`src/rtl/ifu_if.sv`:
```
// ifu_if: fetch-side bundle for the IFU.
//   imem_req_*   : instruction memory request (valid/ready, address)
//   imem_rsp_*   : instruction memory response (valid/ready, data, bus error)
//   npc_valid/npc: next-PC strobe from the EXU
//   out_*        : fetched instruction handed to the IDU (valid/ready)
// Modports: master = IFU side, slave = memory/EXU/IDU environment side.
interface ifu_if #(
  parameter int unsigned WIDTH = 32
);
  logic             imem_req_valid;
  logic             imem_req_ready;
  logic [WIDTH-1:0] imem_req_addr;
  logic             imem_rsp_valid;
  logic             imem_rsp_ready;
  logic [31:0]      imem_rsp_data;
  logic             imem_rsp_err;
  logic             npc_valid;
  logic [WIDTH-1:0] npc;
  logic             out_valid;
  logic             out_ready;
  logic [WIDTH-1:0] out_pc;
  logic [31:0]      out_inst;
  logic             out_err;

  modport master (
    output imem_req_valid, imem_req_addr, imem_rsp_ready,
           out_valid, out_pc, out_inst, out_err,
    input  imem_req_ready, imem_rsp_valid, imem_rsp_data, imem_rsp_err,
           npc_valid, npc, out_ready
  );

  modport slave (
    input  imem_req_valid, imem_req_addr, imem_rsp_ready,
           out_valid, out_pc, out_inst, out_err,
    output imem_req_ready, imem_rsp_valid, imem_rsp_data, imem_rsp_err,
           npc_valid, npc, out_ready
  );
endinterface

```
`src/rtl/ifu.sv`:
```
// ifu: instruction fetch unit for the RV32 core.
// Holds the PC, issues one memory request per instruction, registers the
// returned word with its PC and offers it to decode. The EXU's next-PC strobe
// (accepted only while handing off an instruction or while idle) starts the
// next fetch.
// Ports:
//   clk  : clock, rising edge
//   rst  : asynchronous active-low reset
//   bus  : ifu_if.master (imem request/response, npc strobe, decode output)
// Parameters: WIDTH (PC width), RESET_PC (first fetch address).
// Optional feature: define IFU_ALIGN_CHECK_EN to fault misaligned PCs without
// a memory access; otherwise the request address is word-aligned by dropping
// pc[1:0] while out_pc keeps the full PC.
module ifu #(
  parameter int unsigned      WIDTH    = 32,
  parameter logic [WIDTH-1:0] RESET_PC = 32'h8000_0000
) (
  input logic   clk,
  input logic   rst,
  ifu_if.master bus
);

  typedef enum logic [2:0] {
    BOOT = 3'd0,
    REQ  = 3'd1,
    WAIT = 3'd2,
    HOLD = 3'd3,
    IDLE = 3'd4
  } state_t;

  state_t           state, state_nxt;
  logic [WIDTH-1:0] pc, pc_nxt;
  logic [31:0]      inst, inst_nxt;
  logic             err, err_nxt;
  logic             misaligned;

`ifdef IFU_ALIGN_CHECK_EN
  assign misaligned        = (pc[1:0] != 2'b00);
  assign bus.imem_req_addr = pc;
`else
  assign misaligned        = 1'b0;
  assign bus.imem_req_addr = {pc[WIDTH-1:2], 2'b00};
`endif

  always_ff @(posedge clk or negedge rst) begin
    if (!rst) begin
      state <= BOOT;
      pc    <= RESET_PC;
      inst  <= '0;
      err   <= 1'b0;
    end else begin
      state <= state_nxt;
      pc    <= pc_nxt;
      inst  <= inst_nxt;
      err   <= err_nxt;
    end
  end

  always_comb begin
    state_nxt = state;
    pc_nxt    = pc;
    inst_nxt  = inst;
    err_nxt   = err;
    unique case (state)
      BOOT: state_nxt = REQ;
      REQ: begin
        // Misaligned fetch (only possible with the check enabled) bypasses
        // memory and is reported as a faulted all-zero word.
        if (misaligned) begin
          inst_nxt  = '0;
          err_nxt   = 1'b1;
          state_nxt = HOLD;
        end else if (bus.imem_req_ready) begin
          state_nxt = WAIT;
        end
      end
      WAIT: begin
        if (bus.imem_rsp_valid) begin
          inst_nxt  = bus.imem_rsp_data;
          err_nxt   = bus.imem_rsp_err;
          state_nxt = HOLD;
        end
      end
      HOLD: begin
        if (bus.out_ready) begin
          if (bus.npc_valid) begin
            pc_nxt    = bus.npc;
            state_nxt = REQ;
          end else begin
            state_nxt = IDLE;
          end
        end
      end
      IDLE: begin
        if (bus.npc_valid) begin
          pc_nxt    = bus.npc;
          state_nxt = REQ;
        end
      end
      default: state_nxt = BOOT;
    endcase
  end

  assign bus.imem_req_valid = (state == REQ) && !misaligned;
  assign bus.imem_rsp_ready = (state == WAIT);
  assign bus.out_valid      = (state == HOLD);
  assign bus.out_pc         = pc;
  assign bus.out_inst       = inst;
  assign bus.out_err        = err;

endmodule
```
`src/flat_wrapper.sv`:
```
// flat-port wrapper written by rule: the top's interface ports become plain ports
module ifu_flat 
#(
  parameter int unsigned      WIDTH    = 32,
  parameter logic [WIDTH-1:0] RESET_PC = 32'h8000_0000
)
  (clk, rst, bus_imem_req_valid, bus_imem_req_addr, bus_imem_rsp_ready, bus_out_valid, bus_out_pc, bus_out_inst, bus_out_err, bus_imem_req_ready, bus_imem_rsp_valid, bus_imem_rsp_data, bus_imem_rsp_err, bus_npc_valid, bus_npc, bus_out_ready);
  ifu_if #(.WIDTH(WIDTH)) bus_i ();
  input logic clk;
  input logic rst;
  output wire logic [$bits(bus_i.imem_req_valid)-1:0] bus_imem_req_valid;
  output wire logic [$bits(bus_i.imem_req_addr)-1:0] bus_imem_req_addr;
  output wire logic [$bits(bus_i.imem_rsp_ready)-1:0] bus_imem_rsp_ready;
  output wire logic [$bits(bus_i.out_valid)-1:0] bus_out_valid;
  output wire logic [$bits(bus_i.out_pc)-1:0] bus_out_pc;
  output wire logic [$bits(bus_i.out_inst)-1:0] bus_out_inst;
  output wire logic [$bits(bus_i.out_err)-1:0] bus_out_err;
  input wire logic [$bits(bus_i.imem_req_ready)-1:0] bus_imem_req_ready;
  input wire logic [$bits(bus_i.imem_rsp_valid)-1:0] bus_imem_rsp_valid;
  input wire logic [$bits(bus_i.imem_rsp_data)-1:0] bus_imem_rsp_data;
  input wire logic [$bits(bus_i.imem_rsp_err)-1:0] bus_imem_rsp_err;
  input wire logic [$bits(bus_i.npc_valid)-1:0] bus_npc_valid;
  input wire logic [$bits(bus_i.npc)-1:0] bus_npc;
  input wire logic [$bits(bus_i.out_ready)-1:0] bus_out_ready;
  assign bus_imem_req_valid = bus_i.imem_req_valid;
  assign bus_imem_req_addr = bus_i.imem_req_addr;
  assign bus_imem_rsp_ready = bus_i.imem_rsp_ready;
  assign bus_out_valid = bus_i.out_valid;
  assign bus_out_pc = bus_i.out_pc;
  assign bus_out_inst = bus_i.out_inst;
  assign bus_out_err = bus_i.out_err;
  assign bus_i.imem_req_ready = bus_imem_req_ready;
  assign bus_i.imem_rsp_valid = bus_imem_rsp_valid;
  assign bus_i.imem_rsp_data = bus_imem_rsp_data;
  assign bus_i.imem_rsp_err = bus_imem_rsp_err;
  assign bus_i.npc_valid = bus_npc_valid;
  assign bus_i.npc = bus_npc;
  assign bus_i.out_ready = bus_out_ready;
  ifu #(.WIDTH(WIDTH), .RESET_PC(RESET_PC)) u_core (.clk(clk), .rst(rst), .bus(bus_i));
endmodule
```
`config.mk`:
```
export PLATFORM = sky130hd
export DESIGN_NAME = ifu_flat
export DESIGN_NICKNAME = d
export VERILOG_FILES = /design/src/rtl/ifu_if.sv /design/src/rtl/ifu.sv /design/src/flat_wrapper.sv
export SDC_FILE = /design/constraint.sdc
export NUM_CORES = 1
export LEC_CHECK = 0
export CAP_MARGIN = 5
export CORE_MARGIN = 2
export CORE_UTILIZATION = 42
export CTS_CLUSTER_SIZE = 16
export DETAILED_ROUTE_END_ITERATION = 16
export PLACE_DENSITY = 0.9
export REMOVE_ABC_BUFFERS = 1
export SLEW_MARGIN = 20
export SYNTH_ARGS = -nofsm -noshare
export SYNTH_HDL_FRONTEND = slang
export SYNTH_SLANG_ARGS = --single-unit
```
`constraint.sdc`:
```
create_clock -name clk -period 4.3 [get_ports clk]
set_input_delay 1.075 -clock clk [delete_from_list [all_inputs] [get_ports clk]]
set_output_delay 1.075 -clock clk [all_outputs]
set_load 0.02 [all_outputs]
```
==> impl_summary.txt <==
----------------------------------------------------
[Place]
  Area after detailed placement ... roughly 4600 um^2
  Worst slack at placement ... between 1000 and 1500 ps
  GPL Wtd Cong ... about 0.73
  Final HPWL from detailed placement ... ~5300 um
  Number of I/O port buffers ... between 150 and 200

[Synth]
  Number of synthesized flops with an enable pin ... 0
  Top area cells in the synthesized netlist ... sky130_fd_sc_hd__dfrtp_1 (53%), sky130_fd_sc_hd__mux2_4 (29%), sky130_fd_sc_hd__buf_4 (7.6%)
  Instance count of the mapped netlist ... 192
  Average footprint of a synthesized cell ... between 15 and 20 um^2
  Seq/Total Area, Yosys ... between 50% and 60%
  Post-synthesis cell area ... around 3200 um^2
  Synth top area share ... 53.1%
  Flip-flop and latch count after synthesis ... roughly 70
  Synthesis warning total ... 0
  Commonest cells in the synthesized netlist ... sky130_fd_sc_hd__dfrtp_1 (67), sky130_fd_sc_hd__mux2_4 (60), sky130_fd_sc_hd__buf_4 (32)
  Predominant post-synthesis flop cell ... sky130_fd_sc_hd__dfrtp_1
  Number of different library cells in the post-synthesis netlist ... 23
  Cell with the most instances after synthesis ... sky130_fd_sc_hd__dfrtp_1
  Cell accounting for the most synthesized area ... sky130_fd_sc_hd__dfrtp_1
  Share of flip-flops with an asynchronous set or reset ... 100%

[Worst setup path]
  Cell with the largest stage delay on the worst path ... sky130_fd_sc_hd__clkdlybuf4s50_1
  Critical-path cell list ... nor3b_2 > clkdlybuf4s50_1
  Type of element capturing the critical path ... output port
  Data required time at the worst endpoint ... 3220 ps
  Critical path class ... reg2out
  Largest stage delay on the critical path ... 650 ps
  Data arrival time of the critical path ... 1710 ps
  Kind of start point of the critical path ... register
  Maximum fanout count along the critical path ... 8

[Finish]
  Layout cell share with drive strength beyond 1 ... between 20% and 30%
  Relative area change from synthesis to final layout ... 53.9%
  Layout Cell Area excl Fill ... slightly below 5000 um^2
  Net count of the finished layout ... about 410
  Antenna Diode Count ... 0

[Pwr]
  Leakage power summed over all cells ... ~2.2 nW
  Worst ir drop on vdd ... roughly 0.46 mV
  Total power per unit cell area ... approximately 840 nW/um^2
  Overall power after layout ... 4.08 mW

[Timing]
  Transition time at the pin with the least slew margin ... around 770 ps
  Worst setup margin ... 1510 ps
  Number of setup violations in the final report ... 0
  Final critical-path required period ... between 2000 and 3000 ps
  Worst Skew ... 9.51 ps
  Number of hold-slack violations in the final timing report ... 0
  Setup tns final ... 0 ps
  Worst relative slew slack ... a little under 50%
  Crit share post-route ... between 60% and 70%
  RSZ-0062 raised after global routing ... false
  Peak Freq ... between 0.3 and 0.4 GHz
  Fin. max-slew vios ... 0

[Clock network]
  Count of clock tree sinks ... 68
  Clock latency reported for the late side of the worst-skew pair ... roughly 320 ps
  Clock buffers created by TritonCTS ... 9
  Root cell of the clock tree ... sky130_fd_sc_hd__clkbuf_8
  Number of buffers on the longest clock path ... 2
  TritonCTS clock tree ... built
  Clock-pin slew on the worst setup and hold paths ... 60 ps
  Count of instances resized after the clock tree is built ... 0
  Post-CTS Hold Fix Bufs ... 0
  Post-CTS Setup Bufs ... 0
  H-Tree Level Count ... 3

[Routing]
  Total via count in the routed design ... between 1500 and 2000
  Wire length per cell ... ~16 um
  Antenna-violating nets left ... 0
  Total wire length after detailed routing ... around 7100 um
  Violation count after the first detailed-route iteration ... 18
  DR vias/cell ... around 4.5
  Number of detailed-routing iterations run before antenna repair ... 4
  Number of DRC violations after detailed routing ... 0

[Run]
  Max capacitance violation total ... 0

[Die]
  # IOs ... ~170
  DIE AREA ... just over 8000 um^2
  Die W ... around 91 um
  Die span in y ... approximately 91 um
  Core Region ... between 7000 and 8000 um^2
  Starting Density ... between 40% and 50%
  Floorplan row count ... 31

[Global route]
  Overall Global Routing Usage ... around 18%
  Congestion Overflow GR ... 0
  Number of global-route vias before repair ... roughly 2200
  Wire length of the first global-routing pass ... roughly 12000 um
  Largest net degree at the start of global routing ... 37
  Number of antenna violations at the first check in global routing ... 0

[Hold path]
  Hold crit path type ... reg2reg

[Run status]
  Outcome ... finished, final reports clean

----------------------------------------------------
[cell families (layout without fill, tap and decap cells)]
| kind of cell | count (synthesis) | count (layout) | synth area share [%] |
|---|---|---|---|
| compound gates | 4 | 4 | 1.19 |
| buf+inv | 40 | 187 | 11.3 |
| flops | 68 | 68 | 53.9 |
| mux | 65 | 65 | 30.3 |
| other cells | 1 | 2 | 0.119 |
| simple gates | 14 | 14 | 3.09 |
[placed cells by master, fill, tap and decap left out]
| cell | instances |
|---|---|
| sky130_fd_sc_hd__nor3b_1 | 1 |
| sky130_fd_sc_hd__nand3b_1 | 1 |
| sky130_fd_sc_hd__nor3b_2 | 2 |
| sky130_fd_sc_hd__nand3_1 | 1 |
| sky130_fd_sc_hd__o21ai_4 | 1 |
| sky130_fd_sc_hd__buf_4 | 2 |
| sky130_fd_sc_hd__and2_4 | 1 |
| sky130_fd_sc_hd__and4b_1 | 1 |
| sky130_fd_sc_hd__dfstp_2 | 1 |
| sky130_fd_sc_hd__buf_2 | 1 |
| sky130_fd_sc_hd__a21oi_1 | 1 |
| sky130_fd_sc_hd__mux2_4 | 60 |
| sky130_fd_sc_hd__a221oi_1 | 1 |
| sky130_fd_sc_hd__inv_1 | 1 |
| sky130_fd_sc_hd__clkinv_2 | 2 |
| sky130_fd_sc_hd__nand2_1 | 3 |
| sky130_fd_sc_hd__clkbuf_8 | 12 |
| sky130_fd_sc_hd__nor2_1 | 2 |
| sky130_fd_sc_hd__dfrtp_1 | 67 |
| sky130_fd_sc_hd__and3b_1 | 1 |
| sky130_fd_sc_hd__bufinv_16 | 2 |
| sky130_fd_sc_hd__conb_1 | 2 |
| sky130_fd_sc_hd__o21bai_1 | 1 |
| sky130_fd_sc_hd__mux2_2 | 5 |
| sky130_fd_sc_hd__clkdlybuf4s50_1 | 167 |
| sky130_fd_sc_hd__nand2b_1 | 1 |
[state kept, by name, summed over array words and instances, names as in the netlist]
| register | cells |
|---|---|
| u_core.state | 3 |
| u_core.bus.out_err | 1 |
| u_core.bus.out_inst | 32 |
| u_core.bus.out_pc | 32 |
[power breakdown]
group          internal (mW)  total [mW]  switching [mW]
Combinational           1.30        2.27           0.973
Clock                  0.372       0.591           0.219
Sequential             0.967        1.22           0.251
Total                   2.63        4.08            1.44
[layer usage]
layer	vias up	global-route usage, %	part of all wire, %
met5	-	0	0
met1	959	21.8	39
li1	907	-	-
met4	0	5.51	1.1
met3	6	6.51	9.2
met2	114	29.6	50
[critical path, delay by kind of cell, from the launching register on]
family | cells | cell delay [ps]
DFF | 1 | 470
buffers and inverters | 1 | 650
and+or+nand+nor | 1 | 280
[metrics by stage]
step / cells / utilization, % / hold WS (ps)
2_1_floorplan: 154 / - / 520
3_3_place_gp: 423 / 63.7 / 489
3_5_place_dp: 423 / 63.7 / 492
4_1_cts: 439 / 67.0 / 515
5_1_grt: 439 / 67.0 / 531
6_report: 439 / 67.0 / 510
[final timing paths]
kind / depth (start not counted) / slack [ps] / to / start
setup reg to reg: 4 / 2420 / u_core.bus.out_pc[0] / u_core.state[2]
setup / recovery: 2 / 1510 / bus_imem_rsp_ready / u_core.state[0]
hold / removal: 1 / 510 / u_core.bus.out_inst[13] / u_core.bus.out_inst[13]
min in group asynchronous: 1 / 820 / u_core.bus.out_inst[26] / rst
max in group asynchronous: 2 / 2560 / u_core.bus.out_inst[29] / rst
hold reg to reg: 1 / 510 / u_core.bus.out_inst[13] / u_core.bus.out_inst[13]
[cell type report]
class	count	area [um^2]
clock buffer	12	165
clock inverter	4	70.1
fill	540	2400
inverter	1	3.75
multi-input combinational	85	1100
sequential	68	1700
tap	99	124
timing repair buffer	170	1690
(Power assumes the default switching activity.)
